File: config.mk
export PLATFORM = sky130hd
export DESIGN_NAME = ps2_command_transmitter
export DESIGN_NICKNAME = d
export VERILOG_FILES = /design/src/rtl/ps2_command_transmitter.sv
export SDC_FILE = /design/constraint.sdc
export NUM_CORES = 1
export LEC_CHECK = 0
export BUFFER_PORTS_ARGS = -buffer_cell sky130_fd_sc_hd__clkbuf_2
export CAP_MARGIN = 20
export CORE_ASPECT_RATIO = 1.2
export CORE_MARGIN = 4
export CORE_UTILIZATION = 30
export CTS_CLUSTER_DIAMETER = 40
export DETAILED_ROUTE_END_ITERATION = 8
export SLEW_MARGIN = 20
export SYNTH_ARGS = -nofsm -noshare
export SYNTH_HDL_FRONTEND = slang
export SYNTH_SLANG_ARGS = --single-unit
export TNS_END_PERCENT = 100
File: constraint.sdc
create_clock -name CLOCK_50 -period 2.5 [get_ports CLOCK_50]
set_input_delay 0.25 -clock CLOCK_50 [delete_from_list [all_inputs] [get_ports CLOCK_50]]
set_output_delay 0.25 -clock CLOCK_50 [all_outputs]
set_load 0.05 [all_outputs]
File: src/rtl/ps2_command_transmitter.sv
// Host-to-device PS/2 command transmitter: inhibit, request-to-send, 8 data bits LSB first, odd parity, stop, ACK.
// Optional macro PS2_TX_ACK_CHECK_EN turns a high data line at the ACK edge into an error instead of a success.
module ps2_command_transmitter #(
  parameter int INHIBIT_CYCLES = 5000,
  parameter int START_TIMEOUT  = 750000,
  parameter int XFER_TIMEOUT   = 100000
) (
  input  logic       CLOCK_50,
  input  logic       resetn,
  input  logic       ps2_clk_in,
  input  logic       ps2_dat_in,
  input  logic [7:0] the_command,
  input  logic       send_command,
  output logic       ps2_clk_oe,
  output logic       ps2_dat_oe,
  output logic       busy,
  output logic       command_was_sent,
  output logic       error_communication_timed_out,
  output logic [2:0] state_dbg_o
);

  localparam int MAX_A = (START_TIMEOUT > INHIBIT_CYCLES) ? START_TIMEOUT : INHIBIT_CYCLES;
  localparam int MAX_C = (XFER_TIMEOUT > MAX_A) ? XFER_TIMEOUT : MAX_A;
  localparam int CW    = $clog2(MAX_C + 1);

  localparam logic [CW-1:0] INH_LAST   = CW'(INHIBIT_CYCLES - 1);
  localparam logic [CW-1:0] START_LAST = CW'(START_TIMEOUT - 1);
  localparam logic [CW-1:0] XFER_LAST  = CW'(XFER_TIMEOUT - 1);

  typedef enum logic [2:0] {
    S_IDLE    = 3'd0,
    S_INHIBIT = 3'd1,
    S_START   = 3'd2,
    S_DATA    = 3'd3,
    S_ACK     = 3'd4,
    S_RELEASE = 3'd5,
    S_ERROR   = 3'd6
  } state_t;

  state_t        state_q, state_d;
  logic [CW-1:0] cnt_q, cnt_d;
  logic [8:0]    frame_q, frame_d;
  logic [3:0]    idx_q, idx_d;
  logic          clk_s1_q, clk_s2_q, clk_s3_q;
  logic          dat_s1_q, dat_s2_q;
  logic          clk_oe_q, clk_oe_d;
  logic          dat_oe_q, dat_oe_d;
  logic          busy_q, busy_d;
  logic          sent_q, sent_d;
  logic          err_q, err_d;
  logic          fall;

  // Line synchronizers reset to the idle-high level so reset never fakes a falling edge.
  always_ff @(posedge CLOCK_50) begin
    if (!resetn) begin
      clk_s1_q <= 1'b1;
      clk_s2_q <= 1'b1;
      clk_s3_q <= 1'b1;
      dat_s1_q <= 1'b1;
      dat_s2_q <= 1'b1;
    end else begin
      clk_s1_q <= ps2_clk_in;
      clk_s2_q <= clk_s1_q;
      clk_s3_q <= clk_s2_q;
      dat_s1_q <= ps2_dat_in;
      dat_s2_q <= dat_s1_q;
    end
  end

  assign fall = clk_s3_q & ~clk_s2_q;

  always_ff @(posedge CLOCK_50) begin
    if (!resetn) begin
      state_q  <= S_IDLE;
      cnt_q    <= '0;
      frame_q  <= '0;
      idx_q    <= '0;
      clk_oe_q <= 1'b0;
      dat_oe_q <= 1'b0;
      busy_q   <= 1'b0;
      sent_q   <= 1'b0;
      err_q    <= 1'b0;
    end else begin
      state_q  <= state_d;
      cnt_q    <= cnt_d;
      frame_q  <= frame_d;
      idx_q    <= idx_d;
      clk_oe_q <= clk_oe_d;
      dat_oe_q <= dat_oe_d;
      busy_q   <= busy_d;
      sent_q   <= sent_d;
      err_q    <= err_d;
    end
  end

  always_comb begin
    state_d  = state_q;
    cnt_d    = cnt_q + CW'(1);
    frame_d  = frame_q;
    idx_d    = idx_q;
    clk_oe_d = 1'b0;
    dat_oe_d = dat_oe_q;
    sent_d   = 1'b0;
    err_d    = 1'b0;

    case (state_q)
      S_IDLE: begin
        cnt_d    = '0;
        dat_oe_d = 1'b0;
        // A request coinciding with a status pulse is dropped, not deferred.
        if (send_command && !sent_q && !err_q) begin
          frame_d  = {~^the_command, the_command};
          idx_d    = '0;
          clk_oe_d = 1'b1;
          state_d  = S_INHIBIT;
        end
      end
      S_INHIBIT: begin
        clk_oe_d = 1'b1;
        dat_oe_d = 1'b0;
        if (cnt_q == INH_LAST) begin
          clk_oe_d = 1'b0;
          dat_oe_d = 1'b1;
          cnt_d    = '0;
          state_d  = S_START;
        end
      end
      S_START: begin
        dat_oe_d = 1'b1;
        if (fall) begin
          dat_oe_d = ~frame_q[0];
          idx_d    = 4'd1;
          cnt_d    = '0;
          state_d  = S_DATA;
        end else if (cnt_q == START_LAST) begin
          dat_oe_d = 1'b0;
          err_d    = 1'b1;
          state_d  = S_ERROR;
        end
      end
      S_DATA, S_ACK, S_RELEASE: begin
        if (cnt_q == XFER_LAST) begin
          dat_oe_d = 1'b0;
          err_d    = 1'b1;
          state_d  = S_ERROR;
        end else if (state_q == S_DATA) begin
          if (fall) begin
            idx_d = idx_q + 4'd1;
            if (idx_q == 4'd9) begin
              dat_oe_d = 1'b0;
              state_d  = S_ACK;
            end else begin
              dat_oe_d = ~frame_q[idx_q];
            end
          end
        end else if (state_q == S_ACK) begin
          if (fall) begin
`ifdef PS2_TX_ACK_CHECK_EN
            if (dat_s2_q) begin
              err_d   = 1'b1;
              state_d = S_ERROR;
            end else begin
              state_d = S_RELEASE;
            end
`else
            state_d = S_RELEASE;
`endif
          end
        end else if (clk_s2_q && dat_s2_q) begin
          sent_d  = 1'b1;
          state_d = S_IDLE;
        end
      end
      S_ERROR: begin
        dat_oe_d = 1'b0;
        cnt_d    = '0;
        state_d  = S_IDLE;
      end
      default: begin
        dat_oe_d = 1'b0;
        cnt_d    = '0;
        state_d  = S_IDLE;
      end
    endcase

    busy_d = (state_d != S_IDLE);
  end

  assign ps2_clk_oe                    = clk_oe_q;
  assign ps2_dat_oe                    = dat_oe_q;
  assign busy                          = busy_q;
  assign command_was_sent              = sent_q;
  assign error_communication_timed_out = err_q;
  assign state_dbg_o                   = state_q;

endmodule

After elaboration in Yosys (flattened, before gate mapping) --
Cells that the tools add are included.
Operators by class: add/subtract/negate cells 2, magnitude comparators 1, equal/unequal tests 16, muxes and demuxes 39, bitwise operators 6, reduce and logical (&&, ||, !) cells 14
Operators by type and width (number):
- $pmux 20 s3 | 1
- $mux 20 | 2
- $mux 3 | 11
- $add 20x1->20 const B | 1
- $eq 20x13->1 const B | 1
- $eq 20x17->1 const B | 1
- $eq 20x20->1 const B | 1
- $mux 4 | 5
- $mux 1 | 14
- $pmux 3 s4 | 1
- $pmux 4 s3 | 1
- $ne 2x2->1 const B | 5
- $reduce_xnor 8->1 | 1
- $eq 3x2->1 const B | 2
- $eq 3x3->1 const B | 2
- $ne 3x3->1 const B | 2
- $reduce_and 6->1 | 1
- $reduce_bool 3->1 | 2
- $lt 4x5->1 const B | 1
- $not 1->1 | 5
- $reduce_or 5->1 | 1
- $add 4x1->4 const B | 1
- $bmux 1 s4 | 1
- $eq 4x4->1 const B | 1
- 9 further kinds | 14
Word-level totals: flip-flop bits (word level) 46, input bits 13, output and inout port bits 8, word-level logic and storage cells 92

Depth between registers and ports, before layout --
word-level depth 8, mapped depth 7

Worst setup path after synthesis --
Ideal clock, no wire load.
path kind flip-flop to flip-flop, start point register cnt_q[13], end point register cnt_q[11], library setup time 0.117 ns, arrival 2.010 ns, required time 2.383 ns, slack 0.373 ns, stages on the path, launching flop included 7, path buffers 1, period minus slack after synthesis 2.127 ns, cells stage by stage dfxtp_1 > or4_1 > or4_1 > o21ba_2 > o31ai_1 > buf_2 > nor2_1
On the way: cells in the longest elaborated chain, start to end 3
Ends and longest elaborated chain:
- start, declared | RTL line 41 | logic [CW-1:0] cnt_q, cnt_d;
- start signal, assigned | RTL line 85 | cnt_q <= cnt_d;
- $eq 20x13->1 | RTL line 121 | if (cnt_q == INH_LAST) begin
- $mux 20 | RTL line 121
- $pmux 20 s3 | RTL line 106 | case (state_q)
Every way passes these cells. A chain may end at the register's enable or synchronous reset.

Worst setup path in the final report --
start point register cnt_q[13], end point register busy_q (netlist: busy)
On the way: cells in the longest elaborated chain, start to end 5, elaborated cells between the ends (all ways) 9, classes of those cells eq/ne: 3; mux: 5; reduce/logical: 1
Ends and longest elaborated chain:
- $eq 20x20->1 | RTL line 135 | end else if (cnt_q == START_LAST) begin
- $mux 3 | RTL line 135
- $mux 3 | RTL line 130 | if (fall) begin
- $pmux 3 s4 * | RTL line 106
- $reduce_bool 3->1 * | RTL line 186 | busy_d = (state_d != S_IDLE);
- end signal, assigned | RTL line 90 | busy_q <= busy_d;
- end, declared | RTL line 48 | logic busy_q, busy_d;
Mark *: on every way between the ends. The rest lies on a longest branch, timed or not.

==> results.tsv <==
metric	value	unit
synth_area	0.002257	mm²
path_clk_slew	80	ps
start_kind	flip-flop	
design.die.area	0.008981	mm²
syn_inst	264	
status	finished clean	
hp-class	in2reg	
grt_use_met2	20.57	%
grt_overflow	0	
worst_pin_slew	762.8	ps
wirelength	5.146	mm
die_w	87.18	µm
vias	1903	
cts_tree	built	
ys_async_sr_fraction	0	%
max_cap_viol_count	0	
hold_viol_final	0	
grt_use_met3	3.197	%
drc	0	
cts_num_sinks	46	
dp_cells	367	
die_y	103.0	µm
ir_drop	224.4	µV
ys_types	50	
avgViaCountPerCell	5.075	
antenna_found_initial	0	
crit_path_end_kind	flip-flop	
postCtsSetupBuffers	0	
fin_crit_sh	91.49	%
hpwlAfterDp	3.770	mm
required	2640	ps
core_area	0.007274	mm²
start_util	31.03	%
period_minus_slack	2287	ps
drive_gt1_share	12.98	%
grt_max_degree	21	
clk_path_buf_depth	2	
rsz0062_at_grt	no	
yosys_warnings	0	
grt.busiest_layer	met2	
setup_violations	0	
synth_flop_cell	dfxtp_1	
grt_util_all_layers	12.37	%
area_growth	14.41	%
worstPathArrival	2430	ps
power_density	558.0	mW/mm²
skew	4.234	ps
fin_nets	300	
wl_per_cell	13.72	µm
grt_pass1_vias	1808	
ys_ff_latch	46	
use_met1	15.08	%
max_clock_freq	0.4372	GHz
cts_root_buf	clkbuf_8	
leakage	0.8909	nW
syn_nets	280	
nFillCells	763	
drv_slew	0	
relSlewSlack	48.96	%
crit_path_max_fanout	5	
clk_latency	300	ps
worstSetupPathType	reg2reg	
antenna_cells	0	
synth_area_per_cell	8.550	µm²
synth_edf_count	0	
std_cell_rows	34	
grt_pass1_wl	8.749	mm
io-pin-count	21	
instances_no_fill	375	
drt_iter0_drc	84	
numPortBuffers	20	
drt_first_pass_iters	4	
postRouteAntennaNets	0	
tns	0	ps
place.gp.congestion	0.8178	
yosysSeqAreaShare	40.80	%
cts_buffers	5	
htree_levels	2	
==> through the flow <==
step	worst slack, ps	cell area, µm²	hold slack (ps)	utilization (%)	power [mW]
global placement	169.0	2470	394.6	33.95	0.9104
finish	212.6	2582	129.7	35.50	1.441
CTS	120.4	2576	123.2	35.41	1.459
global route	66.54	2582	120.0	35.50	1.509
detailed placement	129.5	2470	402.2	33.95	0.9117
floorplan	372.7	2257	351.5	-	0.8681
==> logic make-up after synthesis <==
logic type | count (synthesis) | share of synthesized area [%]
XOR/XNOR | 25 | 9.701
AND/OR/NAND/NOR | 130 | 31.21
adder cells (fa/ha/maj) | 3 | 1.663
flip-flops | 46 | 40.80
multiplexers | 4 | 2.882
AO/OA/AOI/OAI | 38 | 10.64
buffers and inverters | 18 | 3.104
==> Yosys cell counts, types with 2 or more instances <==
cell type | number | area share (%)
a21oi_1 | 17 | 3.8
a311oi_1 | 2 | 0.78
and2_1 | 2 | 0.55
and3_1 | 5 | 1.4
buf_2 | 2 | 0.44
clkbuf_1 | 8 | 1.3
dfxtp_1 | 46 | 41
ha_1 | 3 | 1.7
inv_1 | 8 | 1.3
mux2i_1 | 2 | 0.89
mux4_2 | 2 | 2.0
nand2_1 | 21 | 3.5
nand2b_1 | 10 | 2.8
nand3_1 | 21 | 4.7
nand3b_1 | 3 | 1.0
nand4_1 | 2 | 0.55
nand4b_1 | 2 | 0.78
nor2_1 | 32 | 5.3
nor2b_1 | 3 | 0.83
nor3_1 | 5 | 1.1
nor3b_1 | 3 | 1.0
nor4_1 | 4 | 1.1
nor4b_1 | 3 | 1.2
o21ai_0 | 3 | 0.66
o31ai_1 | 3 | 1.0
or3_1 | 2 | 0.55
or4_1 | 4 | 1.3
xnor2_1 | 20 | 7.8
xor2_1 | 5 | 1.9
==> state kept, by name (all words and copies together) (netlist names) <==
signal                         flops
ps2_clk_oe                         1
frame_q                            9
idx_q                              4
command_was_sent                   1
dat_s1_q                           1
ps2_dat_oe                         1
clk_s2_q                           1
clk_s1_q                           1
cnt_q                             20
state_dbg_o                        3
busy                               1
error_communication_timed_out      1
clk_s3_q                           1
dat_s2_q                           1
==> worst max-delay path, cell delays in order, from the launching register on <==
cell,delay (ps)
dfxtp_1,350
or4_1,540
or4_1,490
o21ba_2,240
a311oi_2,290
a41oi_1,220
==> metal layers <==
| metal | routed length, µm | share of wire, % |
|---|---|---|
| met1 | 2361 | 46 |
| met2 | 2472 | 48 |
| met3 | 196 | 3.8 |
| met4 | 116 | 2.3 |
| met5 | 0 | 0 |
==> power by group <==
group          switching, mW  internal, mW
clock network          0.248         0.299
registers            0.00941         0.751
logic                 0.0779        0.0558
==> area by class of cell <==
cell class / count / area (µm²) / share of cell area, %
timing repair buffer: 23 / 135.1 / 5.233
tap: 90 / 112.6 / 4.360
clock buffer: 7 / 76.32 / 2.955
multi-input combinational: 200 / 1277 / 49.47
clock inverter: 1 / 30.03 / 1.163
inverter: 8 / 30.03 / 1.163
sequential: 46 / 920.9 / 35.66
==> final timing paths <==
check	start	end	slack [ps]	depth (start not counted)
worst max-delay path	cnt_q[13]$_SDFF_PN0_	busy$_SDFF_PN0_	210	5
worst min-delay path	ps2_clk_in	clk_s1_q$_SDFF_PN1_	130	2
worst min register to register	dat_s1_q$_SDFF_PN1_	dat_s2_q$_SDFF_PN1_	420	1
worst max register to register	cnt_q[13]$_SDFF_PN0_	busy$_SDFF_PN0_	210	5
==> cells in the final DEF (no fill, tap or decap), drive strengths merged, types with 4 or more instances in the layout <==
master / count
dfxtp: 46
nor2: 32
clkbuf: 27
nand3: 21
nand2: 21
xnor2: 20
a21oi: 17
nand2b: 10
inv: 8
and3: 6
nor3: 5
xor2: 5
or4: 4
nor4: 4
nor3b: 4
o21ai: 4
==> what timing repair did <==
item,4_1_cts,5_1_grt
hold buffers,0,0
endpoints found under the setup margin,0,1
gates resized for setup,0,1
endpoints found under the hold margin,0,0
Power figures use the tool's default switching activity.
